$ cat src/rtl/mmio_pkg.sv
// rtl/mmio_pkg.sv - register offsets and control bit positions for the MMIO window
package mmio_pkg;

  localparam logic [2:0] OFF_SW   = 3'd0;
  localparam logic [2:0] OFF_BTN  = 3'd1;
  localparam logic [2:0] OFF_EVT  = 3'd2;
  localparam logic [2:0] OFF_LED  = 3'd3;
  localparam logic [2:0] OFF_TMR  = 3'd4;
  localparam logic [2:0] OFF_TCTL = 3'd5;

  localparam int EN_BIT  = 0;
  localparam int OVF_BIT = 15;

  localparam int NUM_BTN = 3;
  localparam int NUM_SW  = 9;
  localparam int NUM_LED = 10;

endpackage

$ cat src/rtl/mmio_responder_debouncer.sv
// rtl/mmio_responder_debouncer.sv - 2-flop synchronizer plus debounce counter for one button
// Level flips after DEBOUNCE_CYCLES consecutive clocks of disagreement; rise pulses on a 0->1 flip.
module debouncer #(
  parameter int DEBOUNCE_CYCLES = 500_000
) (
  input  logic clk,
  input  logic rst_n,
  input  logic din,
  output logic level,
  output logic rise
);

  localparam int CW = $clog2(DEBOUNCE_CYCLES + 1);
  localparam logic [CW-1:0] CNT_MAX = CW'(DEBOUNCE_CYCLES - 1);

  logic          s1_q, s1_d;
  logic          s2_q, s2_d;
  logic          level_q, level_d;
  logic [CW-1:0] cnt_q, cnt_d;

  always_comb begin
    s1_d    = din;
    s2_d    = s1_q;
    level_d = level_q;
    cnt_d   = cnt_q;
    rise    = 1'b0;
    if (s2_q == level_q) begin
      cnt_d = '0;
    end else if (cnt_q == CNT_MAX) begin
      level_d = ~level_q;
      cnt_d   = '0;
      rise    = ~level_q;
    end else begin
      cnt_d = cnt_q + CW'(1);
    end
  end

  always_ff @(posedge clk or negedge rst_n) begin
    if (!rst_n) begin
      s1_q    <= 1'b0;
      s2_q    <= 1'b0;
      level_q <= 1'b0;
      cnt_q   <= '0;
    end else begin
      s1_q    <= s1_d;
      s2_q    <= s2_d;
      level_q <= level_d;
      cnt_q   <= cnt_d;
    end
  end

  assign level = level_q;

endmodule

$ cat src/rtl/mmio_responder.sv
// rtl/mmio_responder.sv - MMIO window with switches, debounced buttons, event flags, LEDs and timer
// Answers reads one cycle after the address is sampled, matching the program memory latency.
module mmio_responder
  import mmio_pkg::*;
#(
  parameter int                    ADDR_WIDTH      = 6,
  parameter int                    DATA_WIDTH      = 16,
  parameter logic [ADDR_WIDTH-1:0] MMIO_BASE       = 6'h38,
  parameter int                    DEBOUNCE_CYCLES = 500_000,
  parameter int                    PRESCALE        = 50_000
) (
  input  logic                  clk,
  input  logic                  rst_n,
  input  logic                  we,
  input  logic [ADDR_WIDTH-1:0] addr,
  input  logic [DATA_WIDTH-1:0] data,
  output logic [DATA_WIDTH-1:0] out,
  output logic                  hit,
  input  logic [NUM_BTN-1:0]    btn,
  input  logic [NUM_SW-1:0]     sw,
  output logic [NUM_LED-1:0]    led
);

  localparam int PW = $clog2(PRESCALE + 1);
  localparam logic [PW-1:0] PRE_MAX = PW'(PRESCALE - 1);

  logic                  sel, rd_en, wr_en;
  logic [2:0]            off;
  logic [DATA_WIDTH-1:0] rdata;

  logic [NUM_SW-1:0]     sw_s1_q, sw_s1_d;
  logic [NUM_SW-1:0]     sw_s2_q, sw_s2_d;
  logic [NUM_BTN-1:0]    btn_n, btn_lvl, btn_rise;
  logic [NUM_BTN-1:0]    flags_q, flags_d, flags_clr;
  logic [NUM_LED-1:0]    led_q, led_d;
  logic [DATA_WIDTH-1:0] timer_q, timer_d;
  logic [PW-1:0]         pre_q, pre_d;
  logic                  en_q, en_d;
  logic                  ovf_q, ovf_d, ovf_set, tick;
  logic [DATA_WIDTH-1:0] out_q, out_d;
  logic                  hit_q, hit_d;

  assign btn_n = ~btn;

  for (genvar i = 0; i < NUM_BTN; i++) begin : g_btn
    debouncer #(
      .DEBOUNCE_CYCLES(DEBOUNCE_CYCLES)
    ) u_debouncer (
      .clk  (clk),
      .rst_n(rst_n),
      .din  (btn_n[i]),
      .level(btn_lvl[i]),
      .rise (btn_rise[i])
    );
  end

  always_comb begin
    sel   = (addr[ADDR_WIDTH-1:3] == MMIO_BASE[ADDR_WIDTH-1:3]);
    off   = addr[2:0];
    rd_en = sel & ~we;
    wr_en = sel & we;
  end

  always_comb begin
    rdata = '0;
    case (off)
      OFF_SW:   rdata[NUM_SW-1:0]  = sw_s2_q;
      OFF_BTN:  rdata[NUM_BTN-1:0] = btn_lvl;
      OFF_EVT:  rdata[NUM_BTN-1:0] = flags_q;
      OFF_LED:  rdata[NUM_LED-1:0] = led_q;
      OFF_TMR:  rdata              = timer_q;
      OFF_TCTL: begin
        rdata[OVF_BIT] = ovf_q;
        rdata[EN_BIT]  = en_q;
      end
      default:  rdata = '0;
    endcase
  end

  always_comb begin
    sw_s1_d = sw;
    sw_s2_d = sw_s1_q;
    out_d   = rd_en ? rdata : '0;
    hit_d   = sel;
  end

  // A fresh rise is OR-ed in after the clear so simultaneous set beats clear.
  always_comb begin
    flags_clr = '0;
    if (rd_en && off == OFF_EVT) begin
      flags_clr = '1;
    end else if (wr_en && off == OFF_EVT) begin
      flags_clr = data[NUM_BTN-1:0];
    end
    flags_d = (flags_q & ~flags_clr) | btn_rise;
  end

  always_comb begin
    led_d = led_q;
    if (wr_en && off == OFF_LED) begin
      led_d = data[NUM_LED-1:0];
    end
  end

  // A TMR write overrides a same-cycle increment, including its overflow.
  always_comb begin
    tick    = en_q && (pre_q == PRE_MAX);
    pre_d   = pre_q;
    timer_d = timer_q;
    ovf_set = 1'b0;
    if (en_q) begin
      pre_d = tick ? '0 : pre_q + PW'(1);
      if (tick) begin
        timer_d = timer_q + DATA_WIDTH'(1);
        ovf_set = &timer_q;
      end
    end
    if (wr_en && off == OFF_TMR) begin
      timer_d = data;
      pre_d   = '0;
      ovf_set = 1'b0;
    end
  end

  always_comb begin
    en_d  = en_q;
    ovf_d = ovf_q;
    if (wr_en && off == OFF_TCTL) begin
      en_d = data[EN_BIT];
      if (data[OVF_BIT]) begin
        ovf_d = 1'b0;
      end
    end
    if (ovf_set) begin
      ovf_d = 1'b1;
    end
  end

  always_ff @(posedge clk or negedge rst_n) begin
    if (!rst_n) begin
      sw_s1_q <= '0;
      sw_s2_q <= '0;
      flags_q <= '0;
      led_q   <= '0;
      timer_q <= '0;
      pre_q   <= '0;
      en_q    <= 1'b0;
      ovf_q   <= 1'b0;
      out_q   <= '0;
      hit_q   <= 1'b0;
    end else begin
      sw_s1_q <= sw_s1_d;
      sw_s2_q <= sw_s2_d;
      flags_q <= flags_d;
      led_q   <= led_d;
      timer_q <= timer_d;
      pre_q   <= pre_d;
      en_q    <= en_d;
      ovf_q   <= ovf_d;
      out_q   <= out_d;
      hit_q   <= hit_d;
    end
  end

  assign out = out_q;
  assign hit = hit_q;
  assign led = led_q;

endmodule

$ cat config.mk
export PLATFORM = sky130hd
export DESIGN_NAME = mmio_responder
export DESIGN_NICKNAME = d
export VERILOG_FILES = /design/src/rtl/mmio_pkg.sv /design/src/rtl/mmio_responder_debouncer.sv /design/src/rtl/mmio_responder.sv
export SDC_FILE = /design/constraint.sdc
export NUM_CORES = 1
export LEC_CHECK = 0
export CAP_MARGIN = 20
export CORE_MARGIN = 5
export CORE_UTILIZATION = 55
export CTS_CLUSTER_SIZE = 16
export DETAILED_ROUTE_END_ITERATION = 10
export PLACE_DENSITY_LB_ADDON = 0.1
export SETUP_SLACK_MARGIN = 0.05
export SYNTH_ARGS = -nofsm -noshare
export SYNTH_HDL_FRONTEND = slang
export SYNTH_SLANG_ARGS = --single-unit
$ cat constraint.sdc
create_clock -name clk -period 2.7 [get_ports clk]
set_input_delay 0.27 -clock clk [delete_from_list [all_inputs] [get_ports clk]]
set_output_delay 0.27 -clock clk [all_outputs]
set_load 0.1 [all_outputs]
==> impl_metrics.ini <==
[synth]
synth_warnings = 0
synthesis.nets = 682
synth_edf_count = 0
ys.flop_type = dfrtp_1
synth_area_sq_um = 6730
yosys-top-cells-area = dfrtp_1 (55%), xor2_1 (6.2%), nor2_1 (5.8%), xnor2_1 (4.2%), nand2_1 (2.7%)
netlist_instances = 640
synth_seq_cells = 148
yosysTopAreaCell = dfrtp_1
async_flop_share_pct = 100
post_synth.cell_area_avg_sq_um = 10.5
yosysSeqAreaShare_pct = 55.0
synth_top_area_share_pct = 55.0
ys_types = 46

[critical_path]
critical_path.endpoint_type = flip-flop
slowest_delay_ps = 400
worstPathRequired_ps = 3040
crit_family = simple AND/OR/NAND/NOR gates
path_buf_inv = 0
worstReg2RegStart = pre_q[0]
critPathSlowestCell = dfrtp_1
r2r_end = timer_q[10]
path_cells = ha_1, and3_1, nand3_4, or2_1, or3_1, a31oi_1
worst-r2r-cell-count = 6
path_depth = 6
cp-startpoint = pre_q[0]
rrSetupSlack_ps = 590
start_kind = flip-flop
worstSetupEndpoint = timer_q[10]
crit_type = reg2reg
cp.arrival_ps = 2450
critPathMaxFanout = 16

[detailed_routing]
num_vias = 4876
initialDrtViolationCount = 330
drtAntennaViolNets = 0
post_drt_wl_per_cell_um = 16.0
drc = 0
via_per_inst = 5.60
wirelength_um = 13900
firstDrtPassIters = 5

[clock_network]
cts-root-buf = clkbuf_16
cts_tree = done
cts_buffers = 17
clk_path_buf_depth = 2
cts-htree-levels = 4
ctsResizeCount = 0
insertion_delay_ps = 420
clkSlewWorstSetupHoldPaths_ps = 60
cts_sinks = 148

[timing]
fin_crit_ps = 2110
drv_slew = 0
fin_crit_sh_pct = 78.0
setup_viol = 0
tightest_slew_ps = 804
fmax_ghz = 0.475
skew_ps = 6.89
rsz0062_at_grt = false
hold_viol = 0
tns_ps = 0
slew_headroom_pct = 46.0

[power_and_ir_drop]
p_comb_share_pct = 12.1
power.density_nw_per_um2 = 691
p_int_uw = 4090
switching_power_uw = 1490
pwr-share-clk_pct = 43.1
leakage_uw = 0.00354
switching_share_pct = 26.7
seq_power_share_pct = 44.8
peakVddDrop_uv = 440

[finish]
area_delta_synth_final_pct = 20.0
diodes = 0
fin_cells = 871
final_net_count = 753
drive_gt1_share_pct = 13.5
most-common-layout-cells = dfrtp_1 (148), nor2_1 (104), nand2_1 (49)
final_common_cell = dfrtp_1

[run]
maxCapViolCount = 0

[global_routing]
grt_pass1_wl_um = 23700
grt.overflow.total = 0
grt_pass1_vias = 4923
grt_usage_pct = 20.5
antenna_found_initial = 1
grt_max_degree = 61

[worst_hold_path]
min-delay-start = sw[6]
hp-class = in2reg
hold_depth = 1

[die]
start_util_pct = 56.1
core_area_sq_um = 12000
ioPinCount = 64
rows = 40
die_h_um = 121
die_width_um = 121
die_area_sq_um = 14600

[placed_design]
hpwl_um = 9730
globalplace.congestion = 0.806
dp.cells = 838
io_buffers = 63

[run_status]
status = finished, final reports clean
## sequential cells by signal, summed over array words and instances, names as in the netlist
signal and flops:
led 10, ovf_q 1, timer_q 16, g_btn.u_debouncer.s1_q 3
pre_q 16, out 16, flags_q 3, hit 1
en_q 1, g_btn.u_debouncer.cnt_q 57, sw_s2_q 9, g_btn.u_debouncer.s2_q 3
sw_s1_q 9, g_btn.u_debouncer.level 3
## cells by family (layout without fill, tap and decap cells)
logic type / count (synthesis) / in the layout / synth area share [%]
and+or+nand+nor: 300 / 300 / 23.3
DFF: 148 / 148 / 55.0
buffers and inverters: 34 / 118 / 2.34
xor gates and xnor gates: 80 / 80 / 10.4
adders and majority gates: 5 / 5 / 0.929
AOI/OAI and AO/OA: 52 / 52 / 4.39
muxes: 21 / 21 / 3.61
## synth_stat cells, drive strengths merged (2+ instances only)
cell type and instances:
o21ai 24, xnor2 32, or2 3, a21oi 14, nor4 15, ha 5, nand3b 2, clkbuf 10
xor2 48, and4 11, nor4b 2, or3 5, and3 17, mux2 16, nor3 9, nand3 36
nor2b 5, a22oi 8, buf 12, nor4bb 2, mux2i 4, nand4 24, and2 10, dfrtp 148
inv 12, nor2 104, nand2b 3, nand2 49
## layer usage
| metal | GRT usage [%] | vias to the layer above | share of wire [%] |
|---|---|---|---|
| met3 | 5.66 | 24 | 5.0 |
| met4 | 8.14 | 2 | 1.9 |
| met2 | 32.9 | 105 | 49 |
| li1 | - | 2337 | - |
| met5 | 0 | - | 0.050 |
| met1 | 26.7 | 2408 | 44 |
## per-stage QoR
stage	hold slack, ps	cell area, sq um	util (%)	setup WS (ps)	total power, uW
2_1_floorplan	-25.6	6730	-	948	2960
3_3_place_gp	273	7460	62.1	573	3190
4_1_cts	269	8080	67.3	565	5630
5_1_grt	269	8080	67.3	376	5810
6_report	284	8080	67.3	595	5580
3_5_place_dp	279	7460	62.1	566	3210
## what timing repair did
action,in CTS,in global routing
endpoints found under the hold margin,57,0
setup buffers,0,0
hold buffers,1,0
## power by group through the flow
| stage | logic, uW | registers [uW] | clock network [uW] |
|---|---|---|---|
| after floorplan | 305 | 2660 | 0 |
| after global placement | 662 | 2530 | 0 |
| after detailed placement | 676 | 2540 | 0 |
| after CTS | 682 | 2500 | 2440 |
| after global routing | 740 | 2520 | 2550 |
| final | 676 | 2500 | 2410 |
## layout make-up
type | count | area, sq um
inverters | 12 | 45.0
fillers | 924 | 3930
well taps | 147 | 184
clock inverters | 14 | 176
multi-input cells | 458 | 2870
flip-flops and latches | 148 | 3700
repair buffers | 74 | 662
clock buffers | 18 | 439
## how the worst min path moves through the flow
| stage | to | slack [ps] |
|---|---|---|
| 2_1_floorplan | en_q | -30 |
| 6_report | sw_s1_q[6] | 280 |
| 3_5_place_dp | pre_q[7] | 280 |
| 3_3_place_gp | pre_q[7] | 270 |
| 4_1_cts | sw_s1_q[8] | 270 |
| 5_1_grt | sw_s1_q[5] | 270 |
Power figures use the tool's default switching activity.
